## src/rtl/darkbus_xdec_pkg.sv

```systemverilog
// darkbus_xdec_pkg: state encoding, decode defaults and bus-error data shared by the X-port decoder.
// Related build option: XBUS_TIMEOUT_EN (see darkbus_xdec).
package darkbus_xdec_pkg;

  typedef enum logic [1:0] {
    S_IDLE  = 2'd0,
    S_MBUSY = 2'd1,
    S_PBUSY = 2'd2,
    S_DONE  = 2'd3
  } xdec_state_e;

  localparam logic [31:0] IO_MASK_DEF  = 32'hF000_0000;
  localparam logic [31:0] IO_BASE_DEF  = 32'h8000_0000;
  localparam logic [31:0] BUS_ERR_DATA = 32'hDEAD_BEEF;

  function automatic logic is_io(input logic [31:0] addr,
                                 input logic [31:0] mask,
                                 input logic [31:0] base);
    return ((addr & mask) == base);
  endfunction

endpackage

```

## src/rtl/darkbus_xdec_tmo.sv

```systemverilog
// darkbus_xdec_tmo: loadable down-counter flagging a slave that has not acked within TIMEOUT busy clocks.
// Only present when XBUS_TIMEOUT_EN is defined.
`ifdef XBUS_TIMEOUT_EN
module darkbus_xdec_tmo #(
  parameter int unsigned TIMEOUT = 255
) (
  input  logic clk_i,
  input  logic rst_ni,
  input  logic load_i,
  input  logic en_i,
  output logic expire_o
);

  // Loaded with TIMEOUT-1 so expiry lands on the TIMEOUT-th busy clock.
  localparam logic [15:0] LOAD_VAL = 16'(TIMEOUT - 32'd1);

  logic [15:0] cnt_q, cnt_d;

  always_comb begin
    cnt_d = cnt_q;
    if (load_i) begin
      cnt_d = LOAD_VAL;
    end else if (en_i && (cnt_q != 16'd0)) begin
      cnt_d = cnt_q - 16'd1;
    end else begin
      cnt_d = cnt_q;
    end
  end

  always_ff @(posedge clk_i or negedge rst_ni) begin
    if (!rst_ni) begin
      cnt_q <= 16'd0;
    end else begin
      cnt_q <= cnt_d;
    end
  end

  assign expire_o = en_i && (cnt_q == 16'd0);

endmodule
`endif

```

## src/rtl/darkbus_xdec.sv

```systemverilog
// darkbus_xdec: darkriscv X-port decoder steering each transaction to on-chip RAM or the IO block.
// Define XBUS_TIMEOUT_EN to force completion (DEAD_BEEF + sticky BUSERR) on a slave that never acks.
module darkbus_xdec
  import darkbus_xdec_pkg::*;
#(
  parameter logic [31:0] IO_MASK = IO_MASK_DEF,
  parameter logic [31:0] IO_BASE = IO_BASE_DEF,
  parameter int unsigned TIMEOUT = 255
) (
  input  logic        clk_i,
  input  logic        res_n_i,
  input  logic        xdreq_i,
  input  logic        xrd_i,
  input  logic        xwr_i,
  input  logic [3:0]  xbe_i,
  input  logic [31:0] xaddr_i,
  input  logic [31:0] xatai_i,
  output logic [31:0] xatao_o,
  output logic        xdack_o,
  output logic        mdreq_o,
  output logic        mrd_o,
  output logic        mwr_o,
  output logic [3:0]  mbe_o,
  output logic [31:0] maddr_o,
  output logic [31:0] matai_o,
  input  logic [31:0] matao_i,
  input  logic        mdack_i,
  output logic        pdreq_o,
  output logic        prd_o,
  output logic        pwr_o,
  output logic [3:0]  pbe_o,
  output logic [31:0] paddr_o,
  output logic [31:0] patai_o,
  input  logic [31:0] patao_i,
  input  logic        pdack_i,
  output logic        buserr_o
);

  xdec_state_e state_q, state_d;
  logic        sel_io_s, act_m_s, act_p_s, xdack_s, tmo_hit_s, expire_s, eff_rd_s;
  logic [31:0] rdata_s, xatao_q;

  assign sel_io_s = is_io(xaddr_i, IO_MASK, IO_BASE);
  // Both strobes high is illegal; write wins.
  assign eff_rd_s = xrd_i & ~xwr_i;

`ifdef XBUS_TIMEOUT_EN
  logic buserr_q;

  darkbus_xdec_tmo #(.TIMEOUT(TIMEOUT)) u_tmo (
    .clk_i    (clk_i),
    .rst_ni   (res_n_i),
    .load_i   ((state_q == S_IDLE) && xdreq_i),
    .en_i     ((state_q == S_MBUSY) || (state_q == S_PBUSY)),
    .expire_o (expire_s)
  );

  always_ff @(posedge clk_i or negedge res_n_i) begin
    if (!res_n_i) begin
      buserr_q <= 1'b0;
    end else if (tmo_hit_s) begin
      buserr_q <= 1'b1;
    end else begin
      buserr_q <= buserr_q;
    end
  end

  assign buserr_o = buserr_q;
`else
  logic unused_tmo_s;
  assign expire_s     = 1'b0;
  assign buserr_o     = 1'b0;
  assign unused_tmo_s = ^{32'(TIMEOUT), tmo_hit_s};
`endif

  always_ff @(posedge clk_i or negedge res_n_i) begin
    if (!res_n_i) begin
      state_q <= S_IDLE;
    end else begin
      state_q <= state_d;
    end
  end

  always_comb begin
    state_d = state_q;
    case (state_q)
      S_IDLE: begin
        if (xdreq_i && xwr_i && (sel_io_s ? pdack_i : mdack_i)) begin
          state_d = S_DONE;
        end else if (xdreq_i) begin
          state_d = sel_io_s ? S_PBUSY : S_MBUSY;
        end else begin
          state_d = S_IDLE;
        end
      end
      S_MBUSY: state_d = (!xdreq_i || mdack_i || expire_s) ? S_DONE : S_MBUSY;
      S_PBUSY: state_d = (!xdreq_i || pdack_i || expire_s) ? S_DONE : S_PBUSY;
      S_DONE:  state_d = S_IDLE;
      default: state_d = S_IDLE;
    endcase
  end

  // Only the locked slave is strobed or listened to while busy.
  always_comb begin
    act_m_s   = 1'b0;
    act_p_s   = 1'b0;
    xdack_s   = 1'b0;
    tmo_hit_s = 1'b0;
    rdata_s   = xatao_q;
    case (state_q)
      S_IDLE: begin
        act_m_s = xdreq_i & ~sel_io_s;
        act_p_s = xdreq_i & sel_io_s;
        xdack_s = xdreq_i & xwr_i & (sel_io_s ? pdack_i : mdack_i);
        rdata_s = sel_io_s ? patao_i : matao_i;
      end
      S_MBUSY: begin
        act_m_s   = xdreq_i;
        xdack_s   = xdreq_i & (mdack_i | expire_s);
        tmo_hit_s = xdreq_i & ~mdack_i & expire_s;
        rdata_s   = mdack_i ? matao_i : BUS_ERR_DATA;
      end
      S_PBUSY: begin
        act_p_s   = xdreq_i;
        xdack_s   = xdreq_i & (pdack_i | expire_s);
        tmo_hit_s = xdreq_i & ~pdack_i & expire_s;
        rdata_s   = pdack_i ? patao_i : BUS_ERR_DATA;
      end
      S_DONE: begin
        act_m_s = 1'b0;
        act_p_s = 1'b0;
      end
      default: begin
        act_m_s = 1'b0;
        act_p_s = 1'b0;
      end
    endcase
  end

  always_ff @(posedge clk_i or negedge res_n_i) begin
    if (!res_n_i) begin
      xatao_q <= 32'h0000_0000;
    end else if (xdack_s) begin
      xatao_q <= rdata_s;
    end else begin
      xatao_q <= xatao_q;
    end
  end

  // Reset gating makes strobes and ack drop the moment res_n falls.
  assign xdack_o = xdack_s & res_n_i;
  assign xatao_o = xdack_o ? rdata_s : xatao_q;

  assign mdreq_o = act_m_s & res_n_i;
  assign mrd_o   = mdreq_o & eff_rd_s;
  assign mwr_o   = mdreq_o & xwr_i;
  assign mbe_o   = xbe_i;
  assign maddr_o = xaddr_i;
  assign matai_o = xatai_i;

  assign pdreq_o = act_p_s & res_n_i;
  assign prd_o   = pdreq_o & eff_rd_s;
  assign pwr_o   = pdreq_o & xwr_i;
  assign pbe_o   = xbe_i;
  assign paddr_o = xaddr_i;
  assign patai_o = xatai_i;

endmodule
```

## config.mk

```make
export PLATFORM = sky130hd
export DESIGN_NAME = darkbus_xdec
export DESIGN_NICKNAME = d
export VERILOG_FILES = /design/src/rtl/darkbus_xdec_pkg.sv /design/src/rtl/darkbus_xdec_tmo.sv /design/src/rtl/darkbus_xdec.sv
export SDC_FILE = /design/constraint.sdc
export NUM_CORES = 1
export LEC_CHECK = 0
export ABC_CLOCK_PERIOD_IN_PS = 1800
export BUFFER_PORTS_ARGS = -buffer_cell sky130_fd_sc_hd__buf_2
export CAP_MARGIN = 20
export CORE_AREA = 2 2 123 125
export DETAILED_ROUTE_END_ITERATION = 7
export DIE_AREA = 0 0 125 127
export SLEW_MARGIN = 0
export SYNTH_ARGS = -nofsm -noshare
export SYNTH_HDL_FRONTEND = slang
export SYNTH_SLANG_ARGS = --single-unit
```

## constraint.sdc

```tcl
create_clock -name clk_i -period 1.8 [get_ports clk_i]
set_input_delay 0 -clock clk_i [delete_from_list [all_inputs] [get_ports clk_i]]
set_output_delay 0 -clock clk_i [all_outputs]
set_load 0.005 [all_outputs]
```

==> flow_summary.json <==
{
  "fp.coreArea_sq_mm": 0.0144,
  "fin_area_sq_mm": 0.00484,
  "status": "complete, but fails checks",
  "synth-edff-count": 0,
  "via_per_inst": 5.10,
  "final.fill_count": 1475,
  "hp-start": "xaddr_i[9]",
  "dpl_worst_slack_ps": -212,
  "async_flop_share": 1.00,
  "setup_viol": 66,
  "critPathMaxFanout": 6,
  "crit_path_end_kind": "output port",
  "grt_pass1_wl_um": 18600,
  "grt_max_degree": 35,
  "syn-num-nets": 545,
  "cts_sinks": 34,
  "slew_violations": 0,
  "avgSynthCellArea_sq_um": 9.81,
  "ant_nets": 0,
  "arrival_ps": 2270,
  "worst-path-buf-inv": 4,
  "seqCellArea_sq_um": 851,
  "r2r-end": "xatao_q[31]$_DFFE_PN0N_",
  "cts_buffer_depth": 2,
  "startpoint_type": "flop",
  "synth_seq_cells": 34,
  "r2r-start": "state_q[1]$_DFF_PN0_",
  "synth_common_cells": "137 x buf_4, 78 x mux2_2, 34 x dfrtp_1, 23 x a211o_1, 23 x a22o_1",
  "critPathKind": "reg -> out",
  "fin_ws_ps": -470,
  "final_hold_viol_count": 0,
  "p_per_area_mw_per_mm2": 1720,
  "ios": 315,
  "p_leak_nw": 2.24,
  "cts_made_buffers": 5,
  "ff2ff_path_depth": 9,
  "antenna_cells": 0,
  "fp-row-count": 44,
  "drive_gt1_frac": 0.668,
  "wirelength_um": 13400,
  "route.detailed.wl_per_inst_um": 22.3,
  "num_vias": 3062,
  "cts_tree": "done",
  "multi_input_area_sq_mm": 0.00215,
  "dp_cells": 569,
  "crit_path_max_incr_delay_ps": 420,
  "crit_family": "multiplexers",
  "area_growth_pct": 22.8,
  "worstSetupStartpoint": "state_q[1]$_DFF_PN0_",
  "synth_cells": 402,
  "worstHoldPathType": "in -> out",
  "drt_iter0_drc": 125,
  "final_cells": 600,
  "critPathSlowestCell": "dfrtp_1",
  "yosys.cell_count.top_type": "buf_4",
  "drcViolationCount": 0,
  "timing.fmax_mhz": 441,
  "die_area_sq_mm": 0.0159,
  "h-tree-depth": 2,
  "post-route-period-util": 1.26,
  "grt_antenna_before_repair": 0,
  "ys.flop_type": "dfrtp_1",
  "grt_pass1_vias": 3200,
  "post-route-min-period_ps": 2270,
  "violations": "negative setup slack",
  "fp.dieW_um": 125,
  "crit_chain": "inv_2 -> ha_4 -> nand4_1 -> mux2_4 -> a21oi_4 -> buf_12 -> clkbuf_16 -> mux2_4 -> buf_6",
  "synth_area_leaders": "buf_4 26%, mux2_2 22%, dfrtp_1 22%",
  "peakVddDrop_v": 0.000794,
  "cts-root-buf": "clkbuf_16",
  "dp_hpwl_um": 9330,
  "hold_path_depth": 0,
  "dr.pass1.iters": 4,
  "ys_seq_area_frac": 0.216,
  "place_congestion": 0.788,
  "cp.required_ps": 1800,
  "crit_cells": 9,
  "start_util": 0.273,
  "rsz0062_at_grt": "yes",
  "crit_top_cell": "mux2_4",
  "synth_top_cell_by_area": "buf_4",
  "final_net_count": 558,
  "clkTransAtPathRegs_ps": 50,
  "cap_violations": 0,
  "crit_end": "xatao_o[2]",
  "synthDistinctLibCells": 34,
  "grt_usage": 0.149,
  "reg2reg_slack_ps": -320,
  "yosys_warnings": 0,
  "dpl_cell_area_sq_mm": 0.00386,
  "clk_latency_ps": 270,
  "fin_worst_skew_ps": 2.16,
  "synth_top_area_frac": 0.261,
  "globalRouteOverflowTotal": 0,
  "die_h_um": 127,
  "port_buffers": 121,
  "synth_area_sq_mm": 0.00394
}
## through the flow
| stage | hold WS, ps | util | power, mW | setup TNS, ps |
|---|---|---|---|---|
| global route | 0.0126 | 0.336 | 8.79 | -26290 |
| detailed placement | 0.0507 | 0.267 | 5.38 | -9520 |
| global placement | 0.0507 | 0.267 | 5.28 | -6930 |
| finish | 0.00374 | 0.336 | 8.31 | -22270 |
| CTS | 0.0507 | 0.306 | 7.16 | -20330 |
| floorplan | -296 | - | 4.21 | -721 |
## layout by cell type, fill, tap and decap left out, types with 7 or more instances in the layout
cell type / count
a211o_1: 23
a221oi_1: 7
a22o_1: 23
buf_12: 8
buf_2: 87
buf_4: 27
buf_6: 39
clkbuf_16: 9
dfrtp_1: 34
mux2_2: 32
mux2_4: 48
mux2i_1: 8
o21ai_0: 7
o22a_1: 8
## registers in the layout (all words and copies together), names as in the netlist
register,count
state_q,2
xatao_q,32
## what timing repair did
item,CTS,global route
resized for setup,45,80
pin swaps,8,5
gates cloned,4,4
setup buffers,16,2
hold buffers,1,0
hold endpoints to repair,34,0
endpoints found under the setup margin,71,70
## worst min path at each step
stage                      endpoint  slack (ps)
2_1_floorplan  state_q[0]$_DFF_PN0_        -300
3_5_place_dp            matai_o[24]        0.05
3_3_place_gp            matai_o[24]        0.05
6_report                 paddr_o[9]       0.004
5_1_grt                  paddr_o[9]        0.01
4_1_cts                 matai_o[24]        0.05
## report_power, final
group | switching [mW] | internal, mW
Clock | 0.288 | 0.547
Combinational | 2.37 | 3.68
Sequential | 0.246 | 1.18
Total | 2.91 | 5.40
## per-layer routing
metal | vias up | GRT usage | wire length, um | share of wire
met3 | 38 | 0.0448 | 1140 | 0.085
met5 | - | 0.00619 | 0 | 0
met4 | 0 | 0.0529 | 460 | 0.034
met1 | 1455 | 0.145 | 4450 | 0.33
met2 | 234 | 0.294 | 7320 | 0.55
li1 | 1335 | - | - | -
## worst register-to-register path, cell delays in order (launching register included)
cell and delay, ps:
dfrtp_1 420, inv_2 100, ha_4 140, nand4_1 90, mux2_4 300, buf_4 150
a21oi_4 170, buf_6 150, clkbuf_16 160, mux2_4 310
## layout make-up
cell class / instances / share of cell area
clock buffers: 7 / 0.0295
clock inverters: 1 / 0.00103
inverters: 7 / 0.00620
multi-input cells: 198 / 0.444
flip-flops and latches: 34 / 0.176
well taps: 184 / 0.0475
repair buffers: 169 / 0.296
## cells by family (layout without fill, tap and decap cells)
group / after synthesis / count (layout) / synth area share
buffers and inverters: 170 / 184 / 0.312
other: 1 / 1 / 0.000951
AO/OA/AOI/OAI: 84 / 84 / 0.175
flip-flops: 34 / 34 / 0.216
AND/OR/NAND/NOR: 21 / 21 / 0.0327
multiplexers: 88 / 88 / 0.251
adder cells (fa/ha/maj): 4 / 4 / 0.0127
Power figures use the tool's default switching activity.
